`src/rtl/adder_arbiter.sv`:
```
// adder_arbiter: round-robin arbiter for three add requesters sharing one
// WIDTH-bit adder, with a one-entry registered result buffer.
`default_nettype none

module adder_arbiter #(
  parameter int WIDTH = 32
) (
  input  logic             clk_i,
  input  logic             rst_i,
  input  logic [2:0]       req_i,
  input  logic [WIDTH-1:0] opa0_i,
  input  logic [WIDTH-1:0] opa1_i,
  input  logic [WIDTH-1:0] opa2_i,
  input  logic [WIDTH-1:0] opb0_i,
  input  logic [WIDTH-1:0] opb1_i,
  input  logic [WIDTH-1:0] opb2_i,
  output logic [2:0]       grant_o,
  output logic [WIDTH-1:0] result_o,
  output logic             carry_o,
  output logic [1:0]       result_id_o,
  output logic             result_valid_o,
  input  logic             result_ready_i
);

  typedef enum logic {
    S_EMPTY = 1'b0,
    S_FULL  = 1'b1
  } state_t;

  state_t           state_q, state_d;
  logic [1:0]       last_q, last_d;
  logic [WIDTH-1:0] result_q, result_d;
  logic             carry_q, carry_d;
  logic [1:0]       id_q, id_d;

  logic             can_accept;
  logic             any_grant;
  logic [1:0]       sel;
  logic [2:0]       grant;
  logic [WIDTH-1:0] op_a, op_b;
  logic [WIDTH:0]   sum;

  // Search order begins one past the last granted requester.
  always_comb begin
    sel        = 2'd0;
    any_grant  = 1'b0;
    can_accept = (state_q == S_EMPTY) || result_ready_i;
    if (!rst_i && can_accept && (req_i != 3'b000)) begin
      any_grant = 1'b1;
      case (last_q)
        2'd0: begin
          if      (req_i[1]) sel = 2'd1;
          else if (req_i[2]) sel = 2'd2;
          else               sel = 2'd0;
        end
        2'd1: begin
          if      (req_i[2]) sel = 2'd2;
          else if (req_i[0]) sel = 2'd0;
          else               sel = 2'd1;
        end
        default: begin
          if      (req_i[0]) sel = 2'd0;
          else if (req_i[1]) sel = 2'd1;
          else               sel = 2'd2;
        end
      endcase
    end
    grant = any_grant ? (3'b001 << sel) : 3'b000;
  end

  always_comb begin
    case (sel)
      2'd1:    begin op_a = opa1_i; op_b = opb1_i; end
      2'd2:    begin op_a = opa2_i; op_b = opb2_i; end
      default: begin op_a = opa0_i; op_b = opb0_i; end
    endcase
    sum = {1'b0, op_a} + {1'b0, op_b};
  end

  always_comb begin
    state_d  = state_q;
    last_d   = last_q;
    result_d = result_q;
    carry_d  = carry_q;
    id_d     = id_q;
    if (any_grant) begin
      state_d  = S_FULL;
      last_d   = sel;
      result_d = sum[WIDTH-1:0];
      carry_d  = sum[WIDTH];
      id_d     = sel;
    end else if ((state_q == S_FULL) && result_ready_i) begin
      state_d = S_EMPTY;
    end
  end

  // Last resets to 2 so requester 0 is searched first.
  always_ff @(posedge clk_i or posedge rst_i) begin
    if (rst_i) begin
      state_q  <= S_EMPTY;
      last_q   <= 2'd2;
      result_q <= '0;
      carry_q  <= 1'b0;
      id_q     <= 2'd0;
    end else begin
      state_q  <= state_d;
      last_q   <= last_d;
      result_q <= result_d;
      carry_q  <= carry_d;
      id_q     <= id_d;
    end
  end

  assign grant_o        = grant;
  assign result_o       = result_q;
  assign carry_o        = carry_q;
  assign result_id_o    = id_q;
  assign result_valid_o = (state_q == S_FULL);

endmodule

`default_nettype wire

```
`config.mk`:
```
export PLATFORM = sky130hd
export DESIGN_NAME = adder_arbiter
export DESIGN_NICKNAME = d
export VERILOG_FILES = /design/src/rtl/adder_arbiter.sv
export SDC_FILE = /design/constraint.sdc
export NUM_CORES = 1
export LEC_CHECK = 0
export CORE_MARGIN = 2
export CORE_UTILIZATION = 40
export CTS_CLUSTER_SIZE = 8
export DETAILED_ROUTE_END_ITERATION = 8
export PLACE_DENSITY = 0.82
export SLEW_MARGIN = 10
export SYNTH_ARGS = -nofsm -noshare
export SYNTH_HDL_FRONTEND = slang
export SYNTH_SLANG_ARGS = --single-unit
```
`constraint.sdc`:
```
create_clock -name clk_i -period 5 [get_ports clk_i]
set_clock_uncertainty 0.2 [all_clocks]
set_input_delay 1 -clock clk_i [delete_from_list [all_inputs] [get_ports clk_i]]
set_output_delay 1 -clock clk_i [all_outputs]
set_load 0.01 [all_outputs]
```
==> results of run 1 <==
-- through the flow --
stage	hold WS (ns)	worst slack [ns]	power, uW	TNS [ns]
2_1_floorplan	0.261	0.00505	1750	0
3_3_place_gp	0.266	-0.194	2730	-1.88
3_5_place_dp	0.266	-0.311	2780	-4.16
4_1_cts	0.284	0.00737	3030	0
5_1_grt	0.315	-0.00428	3320	-0.00428
6_report	0.284	0.132	3080	0
-- cell usage in the layout (no fill, tap or decap), drive strengths merged, types with 2 or more instances in the layout --
master / synthesis / layout
inv: 12 / 12
nor2: 89 / 89
dlymetal6s2s: 1 / 3
o211ai: 3 / 3
clkbuf: 32 / 6
a21o: 24 / 24
or3: 2 / 2
o21a: 4 / 4
buf: 10 / 88
a22oi: 65 / 65
mux2i: 2 / 2
nand3: 4 / 4
a21oi: 91 / 91
nand4: 7 / 7
a211oi: 6 / 6
o21ai: 35 / 35
nand2b: 2 / 2
xnor2: 9 / 9
xor2: 14 / 14
and3: 10 / 10
and2: 4 / 4
o22ai: 3 / 3
dfrtp: 36 / 36
o31ai: 6 / 6
nor3: 2 / 2
a31oi: 4 / 4
clkinv: 0 / 2
nand2: 59 / 59
clkdlybuf4s50: 1 / 233
ha: 35 / 35
o21bai: 8 / 8
-- flip-flops by register name, indices dropped and copies added, names as in the netlist --
signal and flops:
carry_o 1, last_q 2, result_id_o 1, result_o 32, result_valid_o 1
-- cell families (layout without fill, tap and decap cells) --
| family | after synthesis | in the layout | share of synthesized area, % |
|---|---|---|---|
| compound gates | 260 | 260 | 38.4 |
| buf+inv | 57 | 344 | 5.79 |
| xor+xnor | 23 | 23 | 4.64 |
| simple gates | 186 | 186 | 18.9 |
| flops | 37 | 37 | 21.3 |
| fa+ha+maj | 36 | 36 | 10.5 |
| mux | 2 | 2 | 0.461 |
-- metal layers --
metal	up-vias	share of wire (%)
li1	2776	-
met1	2553	43
met2	179	49
met3	25	6.1
met4	0	1.4
met5	-	0
-- area by class of cell --
| cell class | instances | area [um^2] | area share [%] |
|---|---|---|---|
| Clock buffer | 6 | 82.6 | 1.09 |
| Clock inverter | 2 | 13.8 | 0.181 |
| Inverter | 12 | 45.0 | 0.594 |
| Multi-Input combinational cell | 507 | 3270 | 43.2 |
| Sequential cell | 37 | 927 | 12.2 |
| Tap cell | 140 | 175 | 2.31 |
| Timing Repair Buffer | 324 | 3070 | 40.4 |
-- worst max path at each step --
stage                         startpoint            to  slack [ns]  cells after the start
final                     result_ready_i  result_o[22]        0.13                     19
after global routing      result_ready_i  result_o[22]      -0.004                     19
after CTS                       req_i[0]  result_o[30]       0.007                     20
after detailed placement        req_i[0]  result_o[25]       -0.31                     22
after global placement          req_i[1]  result_o[22]       -0.19                     19
after floorplan                 req_i[0]  result_o[22]       0.005                     21
-- worst reg2reg max path, cell delays in order (launching register included) --
cell	delay [ns]
dfrtp_1	0.43
mux2i_1	0.24
nor2_1	0.06
a31oi_1	0.20
nor2_2	0.07
inv_2	0.08
ha_4	0.23
buf_2	0.17
buf_4	0.15
nor2_1	0.09
a21oi_1	0.05
ha_1	0.34
a21o_1	0.21
a221o_1	0.40
a21o_1	0.21
nor4b_4	0.14
or3_4	0.42
a31oi_4	0.19
xor2_1	0.16
o21ai_1	0.07
-- power groups by stage --
stage,Clock [uW],Sequential [uW],Combinational [uW]
global placement,0,517,2210
finish,235,519,2330
CTS,238,518,2270
floorplan,0,571,1180
global route,251,533,2540
detailed placement,0,521,2250
-- timing repair --
| item | CTS | global route |
|---|---|---|
| setup buffers | 0 | 3 |
| pin swaps | 0 | 5 |
| gates resized for setup | 1 | 19 |
| endpoints found under the setup margin | 2 | 18 |
==> metrics.yaml, run 1 <==
synth_async_sr_flop_share_pct: 100
ys.flop_type: "dfrtp_1"
area_growth_pct: 74.5
whs_endpoint: "result_o[11]"
grt_pass1_wl_mm: 25.7
diodes: 0
p_switching_uw: 1340
ys_top_cells_by_area: "dfrtp_1 (21%), a22oi_1 (11%), a21oi_1 (10%), ha_1 (10%), nor2_1 (7.7%)"
yosys.area.top_type: "dfrtp_1"
rows: 38
drtAntennaViolNets: 0
fin_crit_ns: 4.87
syn_area_per_cell_um2: 7.23
finalMaxSlewViolations: 0
coreArea_um2: 10700
cts_num_sinks: 37
numPortBuffers: 236
setup_violations: 0
die_area_um2: 11700
seqPwrFrac_pct: 16.8
cts_buffers: 5
yosysWarnings: 0
cts_hold_buf: 0
nets: 1121
switching_share_pct: 43.6
drt_iter0_markers: 304
worst-path-buf-inv: 3
grt_max_degree: 51
dp_hpwl_mm: 13.6
min_from: "result_o[11]"
max_slew_margin_pct: 67.0
dpl-instance-area_um2: 7380
viasPerCell: 5.38
crit_path_start_kind: "input port"
clk_pin_slew_ns: 0.08
die_h_um: 108
vias: 5533
syn_area_um2: 4350
worstPathCellList: "clkdlybuf4s50_1 > nand2b_1 > nand2_2 > nor2_2 > inv_2 > buf_4 > ha_4 > a22oi_1 > a21oi_1 > ha_2 > fa_2 > a21o_1 > a221o_1 > a21o_1 > nor4b_4 > or3_4 > a31oi_4 > xor2_1 > o21ai_1"
synthMostInstantiatedCell: "a21oi_1"
post-route-period-util_pct: 97.4
netlist_top_cells_count: "a21oi_1 (91), nor2_1 (89), a22oi_1 (65)"
cap_violations: 0
pwr-share-comb_pct: 75.5
fin_util_pct: 70.9
p_int_uw: 1740
fin_cells: 1028
grt_busiest_layer: "met2"
clockBufferDepth: 2
worstSetupPathType: "in -> reg"
pwr_density_cell_nw_per_um2: 406
rrSetupSlack_ns: 0.76
die_w_um: 108
use_met1_pct: 34.9
wl_mm: 16.7
num-fill-cells: 904
ys_seq_area_share_pct: 21.3
clockRootBuffer: "clkbuf_8"
syn-num-nets: 835
h-tree-depth: 2
drt_first_pass_iters: 5
hold_depth: 2
outcome: "completed"
routedWlPerCell_um: 16.2
dp.cells: 1017
drive_gt1_share_pct: 14.0
endpoint_kind: "flip-flop"
synthDistinctLibCells: 59
p_leak_uw: 0.00329
crit_family: "compound AO/OA/AOI/OAI gates"
initial_core_util_pct: 40.6
clk_latency_ns: 0.30
worstPathMaxFanout: 7
fmax_ghz: 0.205
crit_required_ns: 4.97
yosysTopAreaCellShare_pct: 20.7
drcViolationCount: 0
worst_path_most_repeated_cell: "a21o_1"
ys_seq_elements: 37
cts_tree: "built"
antenna_found_initial: 0
hold_viol: 0
r2r_end: "result_o[22]"
pin_count: 237
clkPwrFrac_pct: 7.6
worst-endpoint-arrival_ns: 4.84
cp_slowest_stage_delay_ns: 0.45
synth_edf_count: 0
use_met3_pct: 4.76
slowest_stage: "clkdlybuf4s50_1"
final_area_um2: 7580
gp_congestion: 0.928
syn_inst: 601
overflow: 0
hold_class: "reg -> reg"
grt_usage_pct: 27.1
use_met2_pct: 48.0
tightest_slew_ns: 0.495
r2r_cells: 19
rr_startpoint: "last_q[0]"
ir_drop_uv: 286
grt_pass1_vias: 5366
Note: power is estimated with default switching activity, not from simulation.
==> inputs of run 2 (changes only) <==
Settings changed: ABC_AREA set to 1, CORE_UTILIZATION 40 to 44, PLACE_DENSITY 0.82 to 0.88.
==> metrics.yaml, run 2 <==
initial_core_util_pct: 44.8  # +4.2 points
num-fill-cells: 1118  # +24%
ys_top_cells_by_area: "nand2_1 (28%), dfrtp_1 (17%), inv_1 (13%), nand3_1 (9.6%), ha_1 (8.2%)"
cts_hold_buf: 0  # unchanged
syn_area_per_cell_um2: 5.33  # -26%
fin_crit_ns: 4.65  # -0.218 ns
p_int_uw: 1820  # +4.9%
cp_slowest_stage_delay_ns: 0.50  # +0.05 ns
p_switching_uw: 1910  # +42%
synth_edf_count: 0  # unchanged
rrSetupSlack_ns: 1.16  # +0.40 ns
syn_inst: 1001  # +67%
hold_viol: 0  # unchanged
clkPwrFrac_pct: 8.1  # +0.5 points
rr_startpoint: "last_q[0]"
drcViolationCount: 0  # unchanged
setup_tns_ns: 0  # unchanged
min_from: "result_o[22]"
syn-num-nets: 1235  # +48%
outcome: "completed"
viasPerCell: 5.00  # -7.1%
largest_reg_flops: 32  # unchanged
pwr-share-comb_pct: 77.8  # +2.3 points
switching_share_pct: 51.2  # +7.6 points
ir_drop_uv: 193  # -33%
worstSetupPathType: "in -> reg"
worst-path-buf-inv: 5  # +2
overflow: 0  # unchanged
pwr_density_cell_nw_per_um2: 464  # +14%
syn_area_um2: 5330  # +23%
vias: 6860  # +24%
worstPathCellList: "clkdlybuf4s50_1 > nor2_1 > nand2_1 > nand3_2 > a21oi_1 > inv_1 > ha_4 > buf_12 > buf_4 > nand3_1 > o21ai_0 > inv_1 > ha_1 > nand2_1 > nor2_1 > nand2_1 > nor2_1 > nand2_1 > nand2_1 > nand2_1 > nand3_1 > nand2_1"
synth_async_sr_flop_share_pct: 100  # unchanged
antenna_found_initial: 1  # +1
coreArea_um2: 11900  # +11%
p_leak_uw: 0.00406  # +23%
cts_buffers: 5  # unchanged
crit_family: "simple AND/OR/NAND/NOR gates"
grt_max_degree: 46  # -9.8%
numPortBuffers: 236  # unchanged
rsz0062_at_grt: "false"
fmax_ghz: 0.215  # +4.7%
max_slew_margin_pct: 67.5  # +0.46 points
netlist_top_cells_count: "nand2_1 (402), inv_1 (185), nand3_1 (102)"
nets: 1457  # +30%
seqPwrFrac_pct: 14.1  # -2.7 points
wl_mm: 18.7  # +12%
crit_path_start_kind: "input port"
drive_gt1_share_pct: 3.35  # -11 points
final_cell_mix: "nand2_1 (402), clkdlybuf4s50_1 (236), inv_1 (184)"
die_h_um: 114  # +5.4%
drtAntennaViolNets: 0  # unchanged
yosysTopAreaCellShare_pct: 28.3  # +7.6 points
synthMostInstantiatedCell: "nand2_1"
hold_class: "reg -> reg"
cts.repair.resized: 0  # -1
h-tree-depth: 2  # unchanged
yosys.area.top_type: "nand2_1"
die_area_um2: 13000  # +11%
die_w_um: 114  # +5.4%
drt_iter0_markers: 520  # +71%
routedWlPerCell_um: 13.6  # -16%
ys.flop_type: "dfrtp_1"
area_growth_pct: 50.8
endpoint_kind: "flip-flop"
slowest_stage: "clkdlybuf4s50_1"
cap_violations: 0  # unchanged
clockBufferDepth: 2  # unchanged
worst-endpoint-arrival_ns: 4.61  # -0.23 ns
critical_path.startpoint: "req_i[1]"
yosysWarnings: 0  # unchanged
crit_required_ns: 4.96  # about the same
finalMaxSlewViolations: 0  # unchanged
rows: 40  # +5.3%
ys_seq_area_share_pct: 17.4  # -4.0 points
pin_count: 237  # unchanged
clk_pin_slew_ns: 0.05  # -0.03 ns
worstPathMaxFanout: 31  # +24
setup_violations: 0  # unchanged
drt_first_pass_iters: 6  # +1
clockRootBuffer: "clkbuf_16"
worst_path_most_repeated_cell: "nand2_1"
dp.cells: 1363  # +34%
grt_pass1_wl_mm: 30.7  # +19%
dp_hpwl_mm: 15.7  # +15%
grt_usage_pct: 29.0  # +1.9 points
gp_congestion: 1.02  # +9.7%
tightest_slew_ns: 0.488  # -0.00696 ns
cts_num_sinks: 37  # unchanged
ys_seq_elements: 37  # unchanged
synthDistinctLibCells: 31  # -47%
post_cts_buffers: 0  # unchanged
clk_latency_ns: 0.28  # -0.02 ns
cts_tree: "built"
fin_util_pct: 67.5  # -3.3 points
post-route-period-util_pct: 93.0  # -4.4 points
final_common_cell: "nand2_1"
fin_cells: 1372  # +33%
grt_pass1_vias: 6653  # +24%
[run 2: cell types whose count changed in the layout (fill, tap and decap cells not counted), moves of 13 or more]
cell,change
a22oi_1,-64
o21ai_0,+41
nand3_1,+98
buf_4,-72
inv_1,+174
xor2_1,-13
nor2_1,-35
a21o_1,-22
a21oi_1,-63
nand2_1,+344
[run 2: routing by layer]
layer  up-vias  global-route usage, %  part of all wire, %
met3        27                   3.81                  7.5
li1       3523                      -                    -
met4         0                   8.21                  2.1
met1      3025                   39.3                   45
met5         -                      0                    0
met2       285                   48.6                   46
[run 2: logic make-up (layout without fill, tap and decap cells)]
group | after synthesis | count (layout) | share of synthesized area, %
AND/OR/NAND/NOR | 579 | 579 | 44.7
buffers and inverters | 221 | 444 | 15.8
AO/OA/AOI/OAI | 114 | 114 | 11.2
flip-flops | 37 | 37 | 17.4
adder cells (fa/ha/maj) | 36 | 36 | 8.59
XOR/XNOR | 14 | 14 | 2.30
other | 0 | 1 | 0
[run 2: final cells by class]
| cell class | instances | area, um^2 | area share [%] |
|---|---|---|---|
| Timing Repair Buffer | 251 | 2510 | 31.2 |
| Clock buffer | 6 | 129 | 1.60 |
| Multi-Input combinational cell | 743 | 3580 | 44.5 |
| Inverter | 185 | 698 | 8.68 |
| Sequential cell | 37 | 927 | 11.5 |
| Clock inverter | 2 | 10.0 | 0.124 |
| Tap cell | 147 | 184 | 2.29 |
| Antenna cell | 1 | 2.50 | 0.0311 |
[run 2: power by group through the flow]
stage | registers, uW | logic, uW | clock network [uW]
floorplan | 580 | 1780 | 0
global placement | 524 | 2830 | 0
detailed placement | 529 | 2850 | 0
CTS | 526 | 2870 | 305
global route | 541 | 3260 | 318
finish | 527 | 2900 | 303
[run 2: worst paths after layout]
check | to | cells after the start
worst max-delay path | result_o[28] | 22
worst min-delay path | result_o[22] | 2
worst max register to register | result_o[28] | 21
worst min register to register | result_o[22] | 2
max in group asynchronous | last_q[1] | 3
min in group asynchronous | result_o[19] | 3
[run 2: metrics by stage]
step	cell area [um^2]	hold WS [ns]	power, uW	setup WS, ns
2_1_floorplan	5340	0.309	2360	0.186
3_3_place_gp	7900	0.264	3350	0.108
3_5_place_dp	7900	0.264	3380	0.0838
4_1_cts	8040	0.279	3700	0.362
5_1_grt	8050	0.299	4120	0.00118
6_report	8050	0.273	3730	0.350
[run 2: worst register-to-register path, stage by stage, from the launching register on]
cell	delay, ns
dfrtp_1	0.36
inv_1	0.07
a21oi_1	0.17
nand2_1	0.07
a21oi_1	0.19
inv_1	0.14
ha_4	0.49
buf_12	0.23
buf_4	0.18
nand3_1	0.08
o21ai_0	0.08
inv_1	0.06
ha_1	0.39
nand2_1	0.12
nor2_1	0.23
nand2_1	0.10
nor2_1	0.13
nand2_1	0.10
nand2_1	0.07
nand2_1	0.04
nand3_1	0.13
nand2_1	0.07
